[src/rtl/n101_qspi_rd_seq_pkg.sv]
// Shared constants and state encoding for the QSPI read-command sequencer.
package n101_qspi_rd_seq_pkg;

    // Chip-select modes understood by the QSPI FIFO block.
    localparam logic [1:0] CS_MODE_AUTO = 2'h0;
    localparam logic [1:0] CS_MODE_HOLD = 2'h2;
    localparam logic [1:0] CS_MODE_OFF  = 2'h3;

    // Frame protocol widths understood by the QSPI FIFO block.
    localparam logic [1:0] PROTO_SINGLE = 2'h0;
    localparam logic [1:0] PROTO_DUAL   = 2'h1;
    localparam logic [1:0] PROTO_QUAD   = 2'h2;

    // Sequencer states; the encoding is visible on the dbg_state port.
    typedef enum logic [2:0] {
        ST_IDLE    = 3'd0,
        ST_CMD     = 3'd1,
        ST_ADDR    = 3'd2,
        ST_DRAIN   = 3'd3,
        ST_DUMMY   = 3'd4,
        ST_COLLECT = 3'd5,
        ST_RSP     = 3'd6
    } state_e;

    // Address bytes go out most significant first: index 0 -> addr[23:16].
    function automatic logic [7:0] addr_byte(input logic [23:0] addr, input logic [1:0] idx);
        case (idx)
            2'd0:    return addr[23:16];
            2'd1:    return addr[15:8];
            default: return addr[7:0];
        endcase
    endfunction

endpackage

[src/rtl/n101_qspi_rd_seq.sv]
// QSPI read-command sequencer: turns one 24-bit read request into the
// command/address/dummy byte stream for the QSPI FIFO block and assembles
// the returned rx bytes (little-endian) into a single response word.
//
// Handshakes (req, rsp, fifo_tx, fifo_rx): a transfer happens on a rising
// clock edge where valid and ready are both high; a source keeps valid high
// and its payload stable until that transfer, and valid never depends on
// ready combinationally.
module n101_qspi_rd_seq
    import n101_qspi_rd_seq_pkg::*;
#(
    parameter logic [7:0] CMD_BYTE   = 8'h03,
    parameter int         DATA_BYTES = 4      // 1..4
) (
    input  logic        clock,
    input  logic        reset_n,
    input  logic        req_valid,
    output logic        req_ready,
    input  logic [23:0] req_addr,
    output logic        rsp_valid,
    input  logic        rsp_ready,
    output logic [31:0] rsp_data,
    output logic        busy,
    output logic [1:0]  ctrl_fmt_proto,
    output logic        ctrl_fmt_endian,
    output logic [3:0]  ctrl_fmt_len,
    output logic        ctrl_fmt_iodir,
    output logic [1:0]  ctrl_cs_mode,
    output logic [3:0]  ctrl_wm_tx,
    output logic [3:0]  ctrl_wm_rx,
    output logic        fifo_tx_valid,
    input  logic        fifo_tx_ready,
    output logic [7:0]  fifo_tx_bits,
    input  logic        fifo_rx_valid,
    output logic        fifo_rx_ready,
    input  logic [7:0]  fifo_rx_bits,
    input  logic        fifo_ip_txwm,
    output logic [2:0]  dbg_state
);

    localparam logic [2:0] NB = 3'(DATA_BYTES);

    state_e      state_q, state_d;
    logic [23:0] addr_q, addr_d;
    logic [1:0]  aidx_q, aidx_d;
    logic [2:0]  txcnt_q, txcnt_d;
    logic [2:0]  rxcnt_q, rxcnt_d;
    logic [31:0] rsp_data_q, rsp_data_d;
    logic [1:0]  cs_mode_q, cs_mode_d;
    logic        iodir_q, iodir_d;
    logic        rx_take;

    // An rx byte is kept only while receiving and only until the word is full.
    assign rx_take = fifo_rx_valid && (rxcnt_q < NB) &&
                     ((state_q == ST_DUMMY) || (state_q == ST_COLLECT));

    // Next-state, datapath updates and handshake outputs.
    always_comb begin
        state_d       = state_q;
        addr_d        = addr_q;
        aidx_d        = aidx_q;
        txcnt_d       = txcnt_q;
        rxcnt_d       = rxcnt_q;
        rsp_data_d    = rsp_data_q;
        cs_mode_d     = cs_mode_q;
        iodir_d       = iodir_q;
        req_ready     = 1'b0;
        rsp_valid     = 1'b0;
        fifo_tx_valid = 1'b0;
        fifo_tx_bits  = 8'h00;
        fifo_rx_ready = 1'b0;

        // Rx capture runs independently of the tx side so both counters can
        // advance in the same cycle.
        if (rx_take) begin
            rsp_data_d[{rxcnt_q[1:0], 3'b000} +: 8] = fifo_rx_bits;
            rxcnt_d = rxcnt_q + 3'd1;
        end

        case (state_q)
            ST_IDLE: begin
                req_ready     = 1'b1;
                fifo_rx_ready = 1'b1;   // stray rx bytes are dropped here
                if (req_valid) begin
                    addr_d     = req_addr;
                    rsp_data_d = 32'h0;
                    txcnt_d    = 3'd0;
                    rxcnt_d    = 3'd0;
                    aidx_d     = 2'd0;
                    cs_mode_d  = CS_MODE_HOLD;
                    iodir_d    = 1'b1;
                    state_d    = ST_CMD;
                end
            end
            ST_CMD: begin
                fifo_tx_valid = 1'b1;
                fifo_tx_bits  = CMD_BYTE;
                if (fifo_tx_ready) state_d = ST_ADDR;
            end
            ST_ADDR: begin
                fifo_tx_valid = 1'b1;
                fifo_tx_bits  = addr_byte(addr_q, aidx_q);
                if (fifo_tx_ready) begin
                    aidx_d = aidx_q + 2'd1;
                    if (aidx_q == 2'd2) state_d = ST_DRAIN;
                end
            end
            ST_DRAIN: begin
                // Direction may only flip once the tx queue is empty.
                if (fifo_ip_txwm) begin
                    iodir_d = 1'b0;
                    state_d = ST_DUMMY;
                end
            end
            ST_DUMMY: begin
                fifo_tx_valid = 1'b1;
                fifo_rx_ready = 1'b1;
                if (fifo_tx_ready) begin
                    txcnt_d = txcnt_q + 3'd1;
                    if (txcnt_d == NB) begin
                        if (rxcnt_d == NB) begin
                            cs_mode_d = CS_MODE_AUTO;
                            iodir_d   = 1'b1;
                            state_d   = ST_RSP;
                        end else begin
                            state_d = ST_COLLECT;
                        end
                    end
                end
            end
            ST_COLLECT: begin
                fifo_rx_ready = 1'b1;
                if (rxcnt_d == NB) begin
                    cs_mode_d = CS_MODE_AUTO;
                    iodir_d   = 1'b1;
                    state_d   = ST_RSP;
                end
            end
            ST_RSP: begin
                rsp_valid = 1'b1;
                if (rsp_ready) state_d = ST_IDLE;
            end
            default: state_d = ST_IDLE;
        endcase
    end

    // State and datapath registers with synchronous active-low reset.
    always_ff @(posedge clock) begin
        if (!reset_n) begin
            state_q    <= ST_IDLE;
            addr_q     <= 24'h0;
            aidx_q     <= 2'd0;
            txcnt_q    <= 3'd0;
            rxcnt_q    <= 3'd0;
            rsp_data_q <= 32'h0;
            cs_mode_q  <= CS_MODE_AUTO;
            iodir_q    <= 1'b1;
        end else begin
            state_q    <= state_d;
            addr_q     <= addr_d;
            aidx_q     <= aidx_d;
            txcnt_q    <= txcnt_d;
            rxcnt_q    <= rxcnt_d;
            rsp_data_q <= rsp_data_d;
            cs_mode_q  <= cs_mode_d;
            iodir_q    <= iodir_d;
        end
    end

    assign busy            = (state_q != ST_IDLE);
    assign rsp_data        = rsp_data_q;
    assign ctrl_fmt_proto  = PROTO_SINGLE;
    assign ctrl_fmt_endian = 1'b0;
    assign ctrl_fmt_len    = 4'h8;
    assign ctrl_fmt_iodir  = iodir_q;
    assign ctrl_cs_mode    = cs_mode_q;
    assign ctrl_wm_tx      = 4'h1;
    assign ctrl_wm_rx      = 4'h0;
    assign dbg_state       = state_q;

endmodule

[config.mk]
export PLATFORM = sky130hd
export DESIGN_NAME = n101_qspi_rd_seq
export DESIGN_NICKNAME = d
export VERILOG_FILES = /design/src/rtl/n101_qspi_rd_seq_pkg.sv /design/src/rtl/n101_qspi_rd_seq.sv
export SDC_FILE = /design/constraint.sdc
export NUM_CORES = 1
export LEC_CHECK = 0
export ABC_AREA = 1
export CAP_MARGIN = 25
export CORE_UTILIZATION = 52
export CTS_BUF_LIST = sky130_fd_sc_hd__clkbuf_8
export CTS_CLUSTER_SIZE = 28
export DETAILED_ROUTE_END_ITERATION = 10
export PLACE_DENSITY_LB_ADDON = 0.1
export REMOVE_ABC_BUFFERS = 1
export SLEW_MARGIN = 20
export SYNTH_ARGS = -nofsm -noshare
export SYNTH_HDL_FRONTEND = slang
export SYNTH_SLANG_ARGS = --single-unit
[constraint.sdc]
create_clock -name clock -period 5.9 [get_ports clock]
set_input_delay 1.77 -clock clock [delete_from_list [all_inputs] [get_ports clock]]
set_output_delay 1.77 -clock clock [all_outputs]
set_load 0.02 [all_outputs]
==> flow_metrics.py, run 1 <==
metrics = {
    "placement": {
        "dp.cells": 603,
        "dp_slack_ns": 2.038,
        "globalplace.congestion": 0.8429,
        "dp_hpwl_mm": 5.662,
        "portBuffers": 88,
    },
    "clock_network": {
        "cts.sinks": 69,
        "ctsHoldBuffers": 0,
        "clk_latency_ns": 0.35,
        "htreeDepth": 3,
        "clockRootBuffer": "clkbuf_8",
        "cts-buffers-inserted": 9,
        "clock_path_buffers": 2,
        "postCtsSetupBuffers": 0,
        "cts_tree": "done",
        "post_cts_resized": 0,
        "cts.clk_slew.worst_paths_ns": 0.08,
    },
    "setup_path": {
        "path_max_fanout": 8,
        "required_ns": 4.13,
        "end_kind": "output port",
        "regToRegSetupSlack_ns": 3.04,
        "r2r_end": "rsp_data[15]",
        "r2r-start": "rxcnt_q[0]",
        "reg2reg_depth": 8,
        "cp-start-kind": "flip-flop",
        "crit_start": "aidx_q[0]",
        "worstPathArrival_ns": 2.51,
        "path_class": "flip-flop to output port",
    },
    "routing": {
        "ant_nets": 0,
        "first_pass_iters": 4,
        "dr_total_vias": 3224,
        "viasPerCell": 5.208,
        "drtIter0Drc": 125,
        "wl_per_cell_um": 12.85,
        "drc": 0,
        "routed_wl_mm": 7.953,
    },
    "synthesis": {
        "synth-seq-cells": 69,
        "synthArstFlopShare": 0,
        "synth_area_leaders": "dfxtp_1 40%, o21ai_0 7.6%, inv_1 6.7%",
        "synth-edff-count": 0,
        "syn-instance-count": 461,
        "synth_ff_type": "dfxtp_1",
        "synth_top_area_frac": 0.4016,
        "ys_types": 30,
        "synth_commonest_cells": "69 x dfxtp_1, 61 x inv_1, 54 x nor2_1",
        "yosys_warnings": 0,
        "yosysSeqAreaShare": 0.4016,
        "yosysTopAreaCell": "dfxtp_1",
        "yosysMostFrequentCell": "dfxtp_1",
        "syn_area_mm2": 0.003440,
        "syn_avg_cell_area_um2": 7.461,
    },
    "floorplan": {
        "pin_count": 105,
        "initial_core_util": 0.5417,
        "rows": 29,
        "coreArea_mm2": 0.006350,
        "die_height_um": 83.33,
        "dieArea_mm2": 0.006944,
        "die_x_um": 83.33,
    },
    "sta": {
        "period_share": 0.7257,
        "timing.final.crit_period_ns": 4.282,
        "fin_skew_ns": 0.008649,
        "tns_ns": 0,
        "drv_slew": 0,
        "max_freq_mhz": 233.6,
        "relSlewSlack": 0.5543,
        "setup_viol": 0,
        "tightestPinTransition_ns": 0.6677,
        "finalHoldViolCount": 0,
        "layout_setup_ws_ns": 1.618,
        "rsz0062_at_grt": "false",
    },
    "run": {
        "drv_cap": 0,
    },
    "outcome": {
        "status": "finished clean",
    },
    "final_layout": {
        "final_nets": 587,
        "num-fill-cells": 547,
        "area_growth_syn_to_layout_pct": 28.99,
        "fin_util": 0.6987,
        "diodes": 0,
        "stdcell_count": 619,
        "drive_gt1_frac": 0.09041,
    },
    "min_path": {
        "holdCritStartpoint": "rsp_data[3]",
        "hold_path_depth": 2,
        "hold_path.class": "flip-flop to flip-flop",
        "hold_end": "rsp_data[3]",
    },
    "pwr": {
        "swShare": 0.4025,
        "clkPwrFrac": 0.232,
        "seqPwrFrac": 0.360,
        "p_int_w": 0.001007,
        "leakage_nw": 1.739,
        "switchingPower_w": 0.0006782,
        "p_comb_frac": 0.408,
        "ir_worst_vdd_mv": 0.2416,
        "powerDensity_mw_per_mm2": 379.7,
    },
    "global_route": {
        "grt_pass1_wl_mm": 13.59,
        "grt_antenna_before_repair": 0,
        "overflow": 0,
        "grt_pass1_vias": 3015,
        "grt.total_usage": 0.2414,
        "grt_max_degree": 44,
    },
}
-- worst max-delay path, stage by stage (launching register included) --
cell	delay, ns
dfxtp_1	0.38
inv_1	0.09
ha_1	0.21
nor2_1	0.49
a21oi_1	0.15
o21ai_0	0.21
clkdlybuf4s50_1	0.64
-- placed cells by master, fill, tap and decap left out --
cell type / instances
nor2_1: 54
a41oi_1: 5
inv_4: 1
clkinv_2: 3
inv_6: 1
nor3_1: 9
nor2_4: 4
bufinv_16: 1
o21ai_1: 6
nand3_2: 3
inv_2: 7
clkbuf_8: 10
o22ai_1: 8
nand3_1: 9
o211a_1: 1
dfxtp_1: 69
buf_4: 1
inv_1: 61
a211oi_2: 1
clkinvlp_4: 1
nand2_1: 39
o31ai_1: 8
clkdlybuf4s50_1: 88
o21ai_0: 52
conb_1: 16
ha_1: 11
nor2_2: 4
a211oi_1: 12
o21ai_2: 1
a21oi_1: 38
nand2_2: 10
a31oi_1: 7
nand2_4: 1
-- worst max path at each step --
stage / endpoint / cells past startpoint
global placement: fifo_tx_bits[0] / 6
detailed placement: fifo_tx_bits[1] / 6
finish: fifo_tx_bits[1] / 6
global route: fifo_tx_bits[1] / 6
floorplan: fifo_tx_bits[0] / 5
CTS: fifo_tx_bits[1] / 6
-- metal layers --
metal  vias to the layer above  wire [um]  GRT usage
met5                         -          0          0
met4                         0        179     0.1176
met3                        16        436    0.04970
met2                       104       3922     0.4098
met1                      1471       3414     0.2903
li1                       1633          -          -
-- power groups by stage --
stage          logic (W)  registers [W]  clock network, W
6_report        0.000688       0.000606          0.000391
5_1_grt         0.000765       0.000614          0.000423
4_1_cts         0.000690       0.000606          0.000397
3_5_place_dp    0.000686       0.000615                 0
3_3_place_gp    0.000674       0.000613                 0
2_1_floorplan   0.000434       0.000627                 0
-- state kept, by name, indices dropped and copies added (netlist names) --
| register | cells |
|---|---|
| addr_q | 24 |
| ctrl_fmt_iodir | 1 |
| rsp_data | 32 |
| txcnt_q | 3 |
| dbg_state | 3 |
| aidx_q | 2 |
| ctrl_cs_mode | 1 |
| rxcnt_q | 3 |
-- cells by family (layout without fill, tap and decap cells) --
family | Yosys count | count (layout) | share of synthesized area
other | 2 | 16 | 0.002183
and+or+nand+nor | 133 | 133 | 0.1782
buffers and inverters | 107 | 174 | 0.1455
AOI/OAI and AO/OA | 139 | 139 | 0.2324
adders and majority gates | 11 | 11 | 0.04001
DFF | 69 | 69 | 0.4016
-- cell type report --
| class | count | area [um2] | area share |
|---|---|---|---|
| clock buffers | 10 | 137.6 | 0.03102 |
| well taps | 77 | 96.34 | 0.02171 |
| clock inverters | 6 | 61.31 | 0.01382 |
| inverters | 69 | 261.5 | 0.05894 |
| repair buffers | 89 | 888.4 | 0.2002 |
| multi-input cells | 299 | 1610 | 0.3629 |
| flip-flops and latches | 69 | 1381 | 0.3113 |
-- through the flow --
stage	hold slack (ns)	power, W	instance area, um2
final	0.4442	0.001685	4437
after global routing	0.4733	0.001802	4437
after CTS	0.4501	0.001693	4437
after detailed placement	0.4380	0.001301	4238
after global placement	0.4329	0.001287	4238
after floorplan	0.4291	0.001061	3253
Power figures use the tool's default switching activity.
==> inputs of run 2 (changes only) <==
- CORE_UTILIZATION: 52 -> 44
- clock period: 5.9 -> 3.9 ns (I/O delays scaled with it)
==> flow_metrics.py, run 2 (synthesis gave the netlist of run 1 again) <==
metrics = {
    "floorplan": {
        "die_height_um": 90.42,
        "initial_core_util": 0.4643,
        "coreArea_mm2": 0.007408,
        "dieArea_mm2": 0.008175,
        "die_x_um": 90.42,
        "pin_count": 105,
        "rows": 31,
    },
    "clock_network": {
        "cts.clk_slew.worst_paths_ns": 0.08,
        "cts_tree": "done",
        "clockRootBuffer": "clkbuf_8",
        "postCtsSetupBuffers": 0,
        "cts-buffers-inserted": 9,
        "ctsHoldBuffers": 0,
        "htreeDepth": 3,
        "clock_path_buffers": 2,
        "post_cts_resized": 0,
        "cts.sinks": 69,
        "clk_latency_ns": 0.34,
    },
    "setup_path": {
        "reg2reg_depth": 13,
        "path_max_fanout": 8,
        "r2r_end": "dbg_state[2]",
        "path_class": "flip-flop to output port",
        "cp-start-kind": "flip-flop",
        "regToRegSetupSlack_ns": 1.45,
        "required_ns": 2.73,
        "r2r-start": "rxcnt_q[0]",
        "worstPathArrival_ns": 2.43,
        "end_kind": "output port",
    },
    "routing": {
        "viasPerCell": 4.941,
        "routed_wl_mm": 7.953,
        "wl_per_cell_um": 12.39,
        "dr_total_vias": 3172,
        "first_pass_iters": 4,
        "ant_nets": 0,
        "drc": 0,
        "drtIter0Drc": 107,
    },
    "global_route": {
        "grt.total_usage": 0.2005,
        "grt_pass1_wl_mm": 13.49,
        "overflow": 0,
        "grt_max_degree": 44,
        "grt_antenna_before_repair": 0,
        "grt_pass1_vias": 2998,
    },
    "outcome": {
        "status": "finished clean",
    },
    "sta": {
        "relSlewSlack": 0.5883,
        "drv_slew": 0,
        "setup_viol": 0,
        "rsz0062_at_grt": "false",
        "fin_skew_ns": 0.009554,
        "finalHoldViolCount": 0,
        "tns_ns": 0,
        "timing.final.crit_period_ns": 3.601,
        "period_share": 0.9233,
        "max_freq_mhz": 277.7,
        "tightestPinTransition_ns": 0.6175,
    },
    "final_layout": {
        "area_growth_syn_to_layout_pct": 30.74,
        "fin_util": 0.6070,
        "layout_commonest_cell": "clkdlybuf4s50_1",
        "final_cell_mix": "88 x clkdlybuf4s50_1, 69 x dfxtp_1, 61 x inv_1",
        "multiInputGateArea_mm2": 0.001610,
        "num-fill-cells": 690,
        "diodes": 0,
        "finalInstanceArea_mm2": 0.004497,
        "final_nets": 588,
        "largest_reg_flops": 32,
        "drive_gt1_frac": 0.09208,
        "ff_latch_area_mm2": 0.001381,
    },
    "pwr": {
        "powerDensity_mw_per_mm2": 578.8,
        "p_total_w": 0.002603,
        "ir_worst_vdd_mv": 0.3946,
        "leakage_nw": 1.754,
    },
    "min_path": {
        "hold_path.class": "flip-flop to flip-flop",
        "hold_path_depth": 2,
        "hold_end": "rsp_data[3]",
        "holdCritStartpoint": "rsp_data[3]",
    },
    "run": {
        "drv_cap": 0,
    },
    "placement": {
        "dp_hpwl_mm": 5.784,
        "placed_area_mm2": 0.004273,
        "portBuffers": 88,
        "globalplace.congestion": 0.8229,
    },
}
## run 2: worst max path at each step
stage,end,cells past startpoint,from,slack (ns)
6_report,fifo_tx_bits[1],6,aidx_q[0],0.30
5_1_grt,fifo_tx_bits[0],6,aidx_q[0],0.10
4_1_cts,fifo_tx_bits[1],6,aidx_q[0],0.25
3_5_place_dp,fifo_tx_bits[1],6,aidx_q[0],0.67
3_3_place_gp,fifo_tx_bits[0],6,aidx_q[0],0.70
2_1_floorplan,fifo_tx_bits[0],5,aidx_q[0],1.23
## run 2: stage by stage
stage	std cells	hold WS (ns)	setup WS (ns)
2_1_floorplan	437	0.4291	1.233
3_3_place_gp	626	0.4342	0.7029
3_5_place_dp	626	0.4415	0.6669
4_1_cts	642	0.4534	0.2474
5_1_grt	642	0.4731	0.1019
6_report	642	0.4512	0.2992
## run 2: layout make-up
type,count,area share
inverter,69,0.05815
multi-input combinational,299,0.3581
clock buffer,10,0.03061
timing repair buffer,90,0.1992
sequential,69,0.3072
tap,99,0.02755
clock inverter,6,0.01920
## run 2: metal layers
metal	vias up	global-route usage	part of all wire	wire, um
li1	1633	-	-	-
met1	1441	0.2418	0.46	3635
met2	96	0.3480	0.48	3832
met3	2	0.06229	0.057	457
met4	0	0.04570	0.0034	27
met5	-	0	0	0
## run 2: critical path, cell delays in order, from the launching register on
cell and delay (ns):
dfxtp_1 0.36, inv_1 0.09, ha_1 0.21, nor2_1 0.48
a21oi_1 0.15, o21ai_0 0.17, clkdlybuf4s50_1 0.63
## run 2: where the power goes
| part | leakage (nW) | internal, W | switching, W | total [W] |
|---|---|---|---|---|
| clock | 0.112 | 0.000376 | 0.000272 | 0.000648 |
| sequential | 0.563 | 0.000828 | 0.0000764 | 0.000905 |
| combinational | 1.08 | 0.000384 | 0.000666 | 0.00105 |
